==> src/rtl/pim_load_pkg.sv <==
// Shared types and sizing for the PIM output-buffer load sequencer.
package pim_load_pkg;

    localparam int NUM_GROUPS = 32;
    localparam int IDX_W      = 6;
    localparam int DATA_W     = 32;

    typedef enum logic [1:0] {IDLE, ISSUE, DRAIN} load_state_e;

endpackage

==> src/rtl/sync_fifo.sv <==
// Single-clock capture FIFO with flush; the head word reads as zero when empty.
module sync_fifo #(
    parameter int DATA_W = 32,
    parameter int DEPTH  = 4
) (
    input  logic                       clk_i,
    input  logic                       rst_ni,
    input  logic                       push,
    input  logic                       pop,
    input  logic                       flush,
    input  logic [DATA_W-1:0]          wdata,
    output logic [DATA_W-1:0]          rdata,
    output logic [$clog2(DEPTH):0]     count,
    output logic                       empty,
    output logic                       full
);

    localparam int PTR_W = $clog2(DEPTH);

    logic [DATA_W-1:0] mem [DEPTH];
    logic [PTR_W-1:0]  wptr;
    logic [PTR_W-1:0]  rptr;
    logic [PTR_W:0]    cnt;
    logic              do_push;
    logic              do_pop;

    assign empty   = (cnt == '0);
    assign full    = (cnt == (PTR_W+1)'(DEPTH));
    assign do_push = push && (!full || pop);
    assign do_pop  = pop && !empty;
    assign count   = cnt;
    assign rdata   = empty ? '0 : mem[rptr];

    always_ff @(posedge clk_i or negedge rst_ni) begin
        if (!rst_ni) begin
            wptr <= '0;
            rptr <= '0;
            cnt  <= '0;
        end else if (flush) begin
            wptr <= '0;
            rptr <= '0;
            cnt  <= '0;
        end else begin
            if (do_push) wptr <= wptr + PTR_W'(1);
            if (do_pop)  rptr <= rptr + PTR_W'(1);
            case ({do_push, do_pop})
                2'b10:   cnt <= cnt + (PTR_W+1)'(1);
                2'b01:   cnt <= cnt - (PTR_W+1)'(1);
                default: cnt <= cnt;
            endcase
        end
    end

    // Storage carries no reset; only pointers and count define validity.
    always_ff @(posedge clk_i) begin
        if (do_push && !flush) mem[wptr] <= wdata;
    end

endmodule

==> src/rtl/pim_load_sequencer.sv <==
// Issues load_en/load_cnt to the PIM output buffer, captures the returned words
// into a FIFO and hands them to the peripheral bus, with credit-based flow control.
module pim_load_sequencer
    import pim_load_pkg::load_state_e, pim_load_pkg::IDLE, pim_load_pkg::ISSUE,
           pim_load_pkg::DRAIN, pim_load_pkg::IDX_W;
#(
    parameter int NUM_GROUPS = pim_load_pkg::NUM_GROUPS,
    parameter int DATA_W     = pim_load_pkg::DATA_W,
    parameter int FIFO_DEPTH = 4
) (
    input  logic              clk_i,
    input  logic              rst_ni,
    input  logic              start_i,
    input  logic [IDX_W-1:0]  first_idx_i,
    input  logic [IDX_W-1:0]  num_words_i,
    input  logic              abort_i,
    output logic              load_en_o,
    output logic [IDX_W-1:0]  load_cnt_o,
    input  logic [DATA_W-1:0] out_buf_i,
    output logic [DATA_W-1:0] rdata_o,
    output logic              rvalid_o,
    input  logic              rready_i,
    output logic              busy_o,
    output logic              done_o
);

    localparam int CNT_W = $clog2(FIFO_DEPTH) + 1;

    load_state_e      state_q;
    logic [IDX_W-1:0] idx_q;
    logic [IDX_W-1:0] rem_q;
    logic [IDX_W-1:0] idx_next;
    logic             capture_q;

    logic [CNT_W-1:0] fifo_count;
    logic             fifo_empty;
    logic             fifo_full;
    logic [CNT_W:0]   slots;
    logic             can_issue;
    logic             abort_hit;
    logic             pop;

    // Words already committed to the FIFO: stored, captured this edge, or in flight.
    // A same-cycle pop is deliberately not credited.
    assign slots     = {1'b0, fifo_count} + (CNT_W+1)'(load_en_o) + (CNT_W+1)'(capture_q);
    assign can_issue = (state_q == ISSUE) && (rem_q != '0) && !fifo_full
                       && (slots < (CNT_W+1)'(FIFO_DEPTH));
    assign abort_hit = abort_i && (state_q != IDLE);
    assign idx_next  = (idx_q == IDX_W'(NUM_GROUPS - 1)) ? '0 : idx_q + IDX_W'(1);
    assign rvalid_o  = !fifo_empty;
    assign pop       = rvalid_o && rready_i;

    always_ff @(posedge clk_i or negedge rst_ni) begin
        if (!rst_ni) begin
            state_q    <= IDLE;
            idx_q      <= '0;
            rem_q      <= '0;
            load_en_o  <= 1'b0;
            load_cnt_o <= '0;
            capture_q  <= 1'b0;
            busy_o     <= 1'b0;
            done_o     <= 1'b0;
        end else begin
            load_en_o <= 1'b0;
            done_o    <= 1'b0;
            capture_q <= load_en_o;
            if (abort_hit) begin
                state_q   <= IDLE;
                busy_o    <= 1'b0;
                capture_q <= 1'b0;
            end else begin
                case (state_q)
                    IDLE: begin
                        if (start_i) begin
                            if (num_words_i != '0) begin
                                idx_q   <= first_idx_i;
                                rem_q   <= num_words_i;
                                state_q <= ISSUE;
                                busy_o  <= 1'b1;
                            end else begin
                                done_o <= 1'b1;
                            end
                        end
                    end
                    ISSUE: begin
                        if (can_issue) begin
                            load_en_o  <= 1'b1;
                            load_cnt_o <= idx_q;
                            idx_q      <= idx_next;
                            rem_q      <= rem_q - IDX_W'(1);
                            if (rem_q == IDX_W'(1)) state_q <= DRAIN;
                        end
                    end
                    DRAIN: begin
                        if (!capture_q && !load_en_o && fifo_empty) begin
                            state_q <= IDLE;
                            busy_o  <= 1'b0;
                            done_o  <= 1'b1;
                        end
                    end
                    default: state_q <= IDLE;
                endcase
            end
        end
    end

    sync_fifo #(
        .DATA_W (DATA_W),
        .DEPTH  (FIFO_DEPTH)
    ) u_fifo (
        .clk_i  (clk_i),
        .rst_ni (rst_ni),
        .push   (capture_q),
        .pop    (pop),
        .flush  (abort_hit),
        .wdata  (out_buf_i),
        .rdata  (rdata_o),
        .count  (fifo_count),
        .empty  (fifo_empty),
        .full   (fifo_full)
    );

endmodule

==> config.mk <==
export PLATFORM = sky130hd
export DESIGN_NAME = pim_load_sequencer
export DESIGN_NICKNAME = d
export VERILOG_FILES = /design/src/rtl/pim_load_pkg.sv /design/src/rtl/sync_fifo.sv /design/src/rtl/pim_load_sequencer.sv
export SDC_FILE = /design/constraint.sdc
export NUM_CORES = 1
export LEC_CHECK = 0
export CAP_MARGIN = 20
export CORE_MARGIN = 5
export CORE_UTILIZATION = 55
export CTS_CLUSTER_DIAMETER = 40
export DETAILED_ROUTE_END_ITERATION = 10
export GPL_ROUTABILITY_DRIVEN = 0
export GPL_TIMING_DRIVEN = 1
export PLACE_DENSITY = 0.8
export RECOVER_POWER = 100
export SYNTH_ARGS = -nofsm -noshare
export SYNTH_HDL_FRONTEND = slang
export SYNTH_SLANG_ARGS = --single-unit
==> constraint.sdc <==
create_clock -name clk_i -period 3 [get_ports clk_i]
set_input_delay 0.6 -clock clk_i [delete_from_list [all_inputs] [get_ports clk_i]]
set_output_delay 0.6 -clock clk_i [all_outputs]
set_load 0.01 [all_outputs]
==> impl_metrics.yaml <==
run_status:
  status: "finished, violations left"
  violations: "max-capacitance violations, max-slew violations"
timing:
  whs_ps: 472.4
  finalCriticalPeriod_ps: 2882
  setup_viol: 0
  worstMarginPinSlew_ps: 1703
  slew_headroom: -0.1354
  setup_tns_ps: 0
  slew_viol_final: 32
  skew_ps: 10.36
  fmax_ghz: 0.3469
  rsz0062_at_grt: "no"
  hold_viol: 0
  post-route-period-util: 0.9608
worst_setup_path:
  start_kind: "flop"
  path_depth: 4
  arrival_ps: 2280
  setup.worst_path.end_class: "output port"
  crit_chain: "buf_12 > mux4_2 > and2_0 > clkdlybuf4s50_1"
  worstSetupPathType: "flop to output port"
  critical-path-max-stage-delay_ps: 550
  crit_fanout: 26
  critPathTopFamily: "buffers and inverters"
  slowest_stage: "mux4_2"
  cp_num_buf_inv: 2
  crit_required_ps: 2400
  reg2regPathDepth: 7
logic_synthesis:
  netlist_instances: 416
  seq_area_frac_synth: 0.6870
  async_reset_ff_frac: 0.1950
  synth_edf_count: 128
  ys_types: 51
  syn_nets: 475
  synth_area_mm2: 0.006724
  synthFlopType: "edfxtp_1"
  synth-seq-cells: 159
  avgSynthCellArea_um2: 16.16
  ys_warn_count: 0
cells_and_area:
  area_growth_pct: 25.49
  final_core_util: 0.7025
  drive_above_1_share: 0.1576
  final_nets: 579
  instances_no_fill: 680
  diodes: 0
power:
  p_switching_mw: 2.299
  p_leak_nw: 2.982
  peakVddDrop_uv: 501.0
  switching_share: 0.2950
  power_frac_clock: 0.292
  p_seq_frac: 0.372
  p_int_mw: 5.495
  combPwrFrac: 0.336
  finalPower_mw: 7.794
  p_per_area_mw_per_mm2: 923.6
floorplanning:
  rows: 40
  die_area_mm2: 0.01454
  die_h_um: 120.6
  fp.dieW_um: 120.6
  io_pins: 91
  fp.coreArea_mm2: 0.01201
  start_util: 0.5598
global_routing:
  antenna_found_initial: 0
  grt_start_max_net_pins: 37
  track_usage: 0.2010
  grt_pass1_vias: 4233
  overflow: 0
  grt_pass1_wl_um: 22020
min_path:
  holdPathStages: 2
  hold_class: "flop to flop"
clock_network:
  cts_root_buf: "clkbuf_16"
  post_cts_resized: 0
  cts_tree: "done"
  cts_hold_buffers: 0
  clock_sinks: 159
  cts_made_buffers: 17
  clk_pin_slew_ps: 60
  clk_latency_ps: 420
  cts_setup_buffers: 0
  cts_buffer_depth: 2
  h-tree-depth: 4
placed_design:
  portBuffers: 90
  dp_cells: 648
  hpwl_um: 8770
detailed_routing:
  drt_iter0_markers: 385
  drc: 0
  avgViaCountPerCell: 5.816
  drt-wirelength-per-cell_um: 20.45
  wl_um: 13900
  detailroute.via_count: 3955
  antenna_left: 0
  drtPass1Iterations: 5
run:
  maxCapViolations: 1
metal layers:
metal | global-route usage | vias to the layer above | wire length [um]
met1 | 0.2465 | 1994 | 5685
li1 | - | 1795 | -
met3 | 0.04210 | 20 | 656
met4 | 0.07720 | 0 | 174
met5 | 0 | - | 0
met2 | 0.3510 | 146 | 7388
final timing paths:
path                                                  from                          to  slack [ps]
worst min register to register   load_cnt_o[3]$_DFFE_PN0P_   load_cnt_o[3]$_DFFE_PN0P_         470
max in group asynchronous                           rst_ni  u_fifo.rptr[1]$_DFFE_PN0P_         700
min in group asynchronous                           rst_ni            done_o$_DFF_PN0_        1190
worst min-delay path             load_cnt_o[3]$_DFFE_PN0P_   load_cnt_o[3]$_DFFE_PN0P_         470
worst max-delay path            u_fifo.rptr[0]$_DFFE_PN0P_                  rdata_o[0]         120
worst max register to register         capture_q$_DFF_PN0_        idx_q[2]$_DFFE_PN0P_         320
layout by cell type (no fill, tap or decap), types with 3 or more instances in the layout:
| master | instances |
|---|---|
| a211oi_1 | 3 |
| a21oi_1 | 19 |
| and2_0 | 21 |
| and2_1 | 15 |
| buf_12 | 3 |
| buf_4 | 3 |
| bufinv_16 | 4 |
| clkbuf_1 | 8 |
| clkbuf_16 | 17 |
| clkbuf_2 | 5 |
| clkbuf_8 | 3 |
| clkdlybuf4s50_1 | 46 |
| clkinvlp_4 | 3 |
| dfrtp_1 | 29 |
| dlygate4sd3_1 | 44 |
| edfxtp_1 | 128 |
| ha_1 | 9 |
| inv_1 | 7 |
| mux2i_1 | 4 |
| mux4_2 | 32 |
| nand2_1 | 26 |
| nand2b_1 | 5 |
| nand3_1 | 7 |
| nor2_1 | 22 |
| nor2b_1 | 4 |
| nor3_1 | 3 |
| o21ai_0 | 17 |
sequential cells by signal, summed over array words and instances (netlist names):
register      flops
busy_o            1
capture_q         1
done_o            1
idx_q             6
load_cnt_o        6
load_en_o         1
rem_q             6
state_q           2
u_fifo.count      3
u_fifo.mem      128
u_fifo.rptr       2
u_fifo.wptr       2
Yosys cell counts, types with 2 or more instances:
| cell | count | share of area |
|---|---|---|
| or2_1 | 2 | 0.0019 |
| a21o_1 | 2 | 0.0022 |
| clkbuf_1 | 10 | 0.0056 |
| mux4_2 | 32 | 0.11 |
| nor3_1 | 3 | 0.0022 |
| a22oi_1 | 2 | 0.0022 |
| o21ai_1 | 2 | 0.0015 |
| edfxtp_1 | 128 | 0.57 |
| a21oi_1 | 18 | 0.013 |
| buf_6 | 2 | 0.0033 |
| inv_2 | 2 | 0.0011 |
| or3_4 | 2 | 0.0033 |
| nand4_1 | 2 | 0.0019 |
| nor2b_1 | 4 | 0.0037 |
| xor2_1 | 2 | 0.0026 |
| nand2b_1 | 5 | 0.0047 |
| mux2i_1 | 4 | 0.0060 |
| a211oi_1 | 2 | 0.0022 |
| inv_1 | 6 | 0.0033 |
| and3_1 | 2 | 0.0019 |
| buf_4 | 3 | 0.0033 |
| nor4_1 | 2 | 0.0019 |
| dfrtp_1 | 31 | 0.12 |
| o21ai_0 | 16 | 0.012 |
| buf_2 | 7 | 0.0052 |
| a21oi_2 | 2 | 0.0026 |
| a31oi_1 | 2 | 0.0019 |
| nand2_1 | 25 | 0.014 |
| nand3_1 | 7 | 0.0052 |
| and2_1 | 38 | 0.035 |
| a211oi_2 | 2 | 0.0037 |
| nor2_1 | 21 | 0.012 |
| xnor2_1 | 2 | 0.0026 |
| ha_1 | 9 | 0.017 |
tightest hold or removal path, stage by stage, from the launching register on:
cell and delay [ps]:
dfrtp_1 340, nand2_1 50, nand2_1 60
power groups by stage:
stage | Sequential (mW) | Combinational, mW | Clock (mW)
6_report | 2.90 | 2.62 | 2.27
5_1_grt | 2.93 | 2.83 | 2.42
4_1_cts | 2.90 | 2.73 | 2.32
3_5_place_dp | 2.93 | 2.68 | 0
3_3_place_gp | 2.92 | 2.62 | 0
2_1_floorplan | 2.87 | 1.61 | 0
layout make-up:
type	instances	area, um^2
timing repair buffer	107	1035
inverter	8	30.03
clock buffer	23	478.0
multi-input combinational	227	1933
fill	782	3573
clock inverter	9	156.4
sequential	159	4622
tap	147	183.9
stage by stage:
| stage | area [um^2] | setup slack [ps] |
|---|---|---|
| after global routing | 8438 | 29.47 |
| after global placement | 7864 | 499.6 |
| after floorplan | 6724 | 589.8 |
| after detailed placement | 7864 | 427.7 |
| final | 8438 | 117.7 |
| after CTS | 8498 | 61.16 |
kinds of logic after synthesis:
family                     share of synthesized area
adders and majority gates                    0.01973
DFF                                           0.6870
and+or+nand+nor                              0.09546
buffers and inverters                        0.02196
AOI/OAI and AO/OA                            0.05750
muxes                                         0.1131
xor gates and xnor gates                    0.005211
Power figures use the tool's default switching activity.
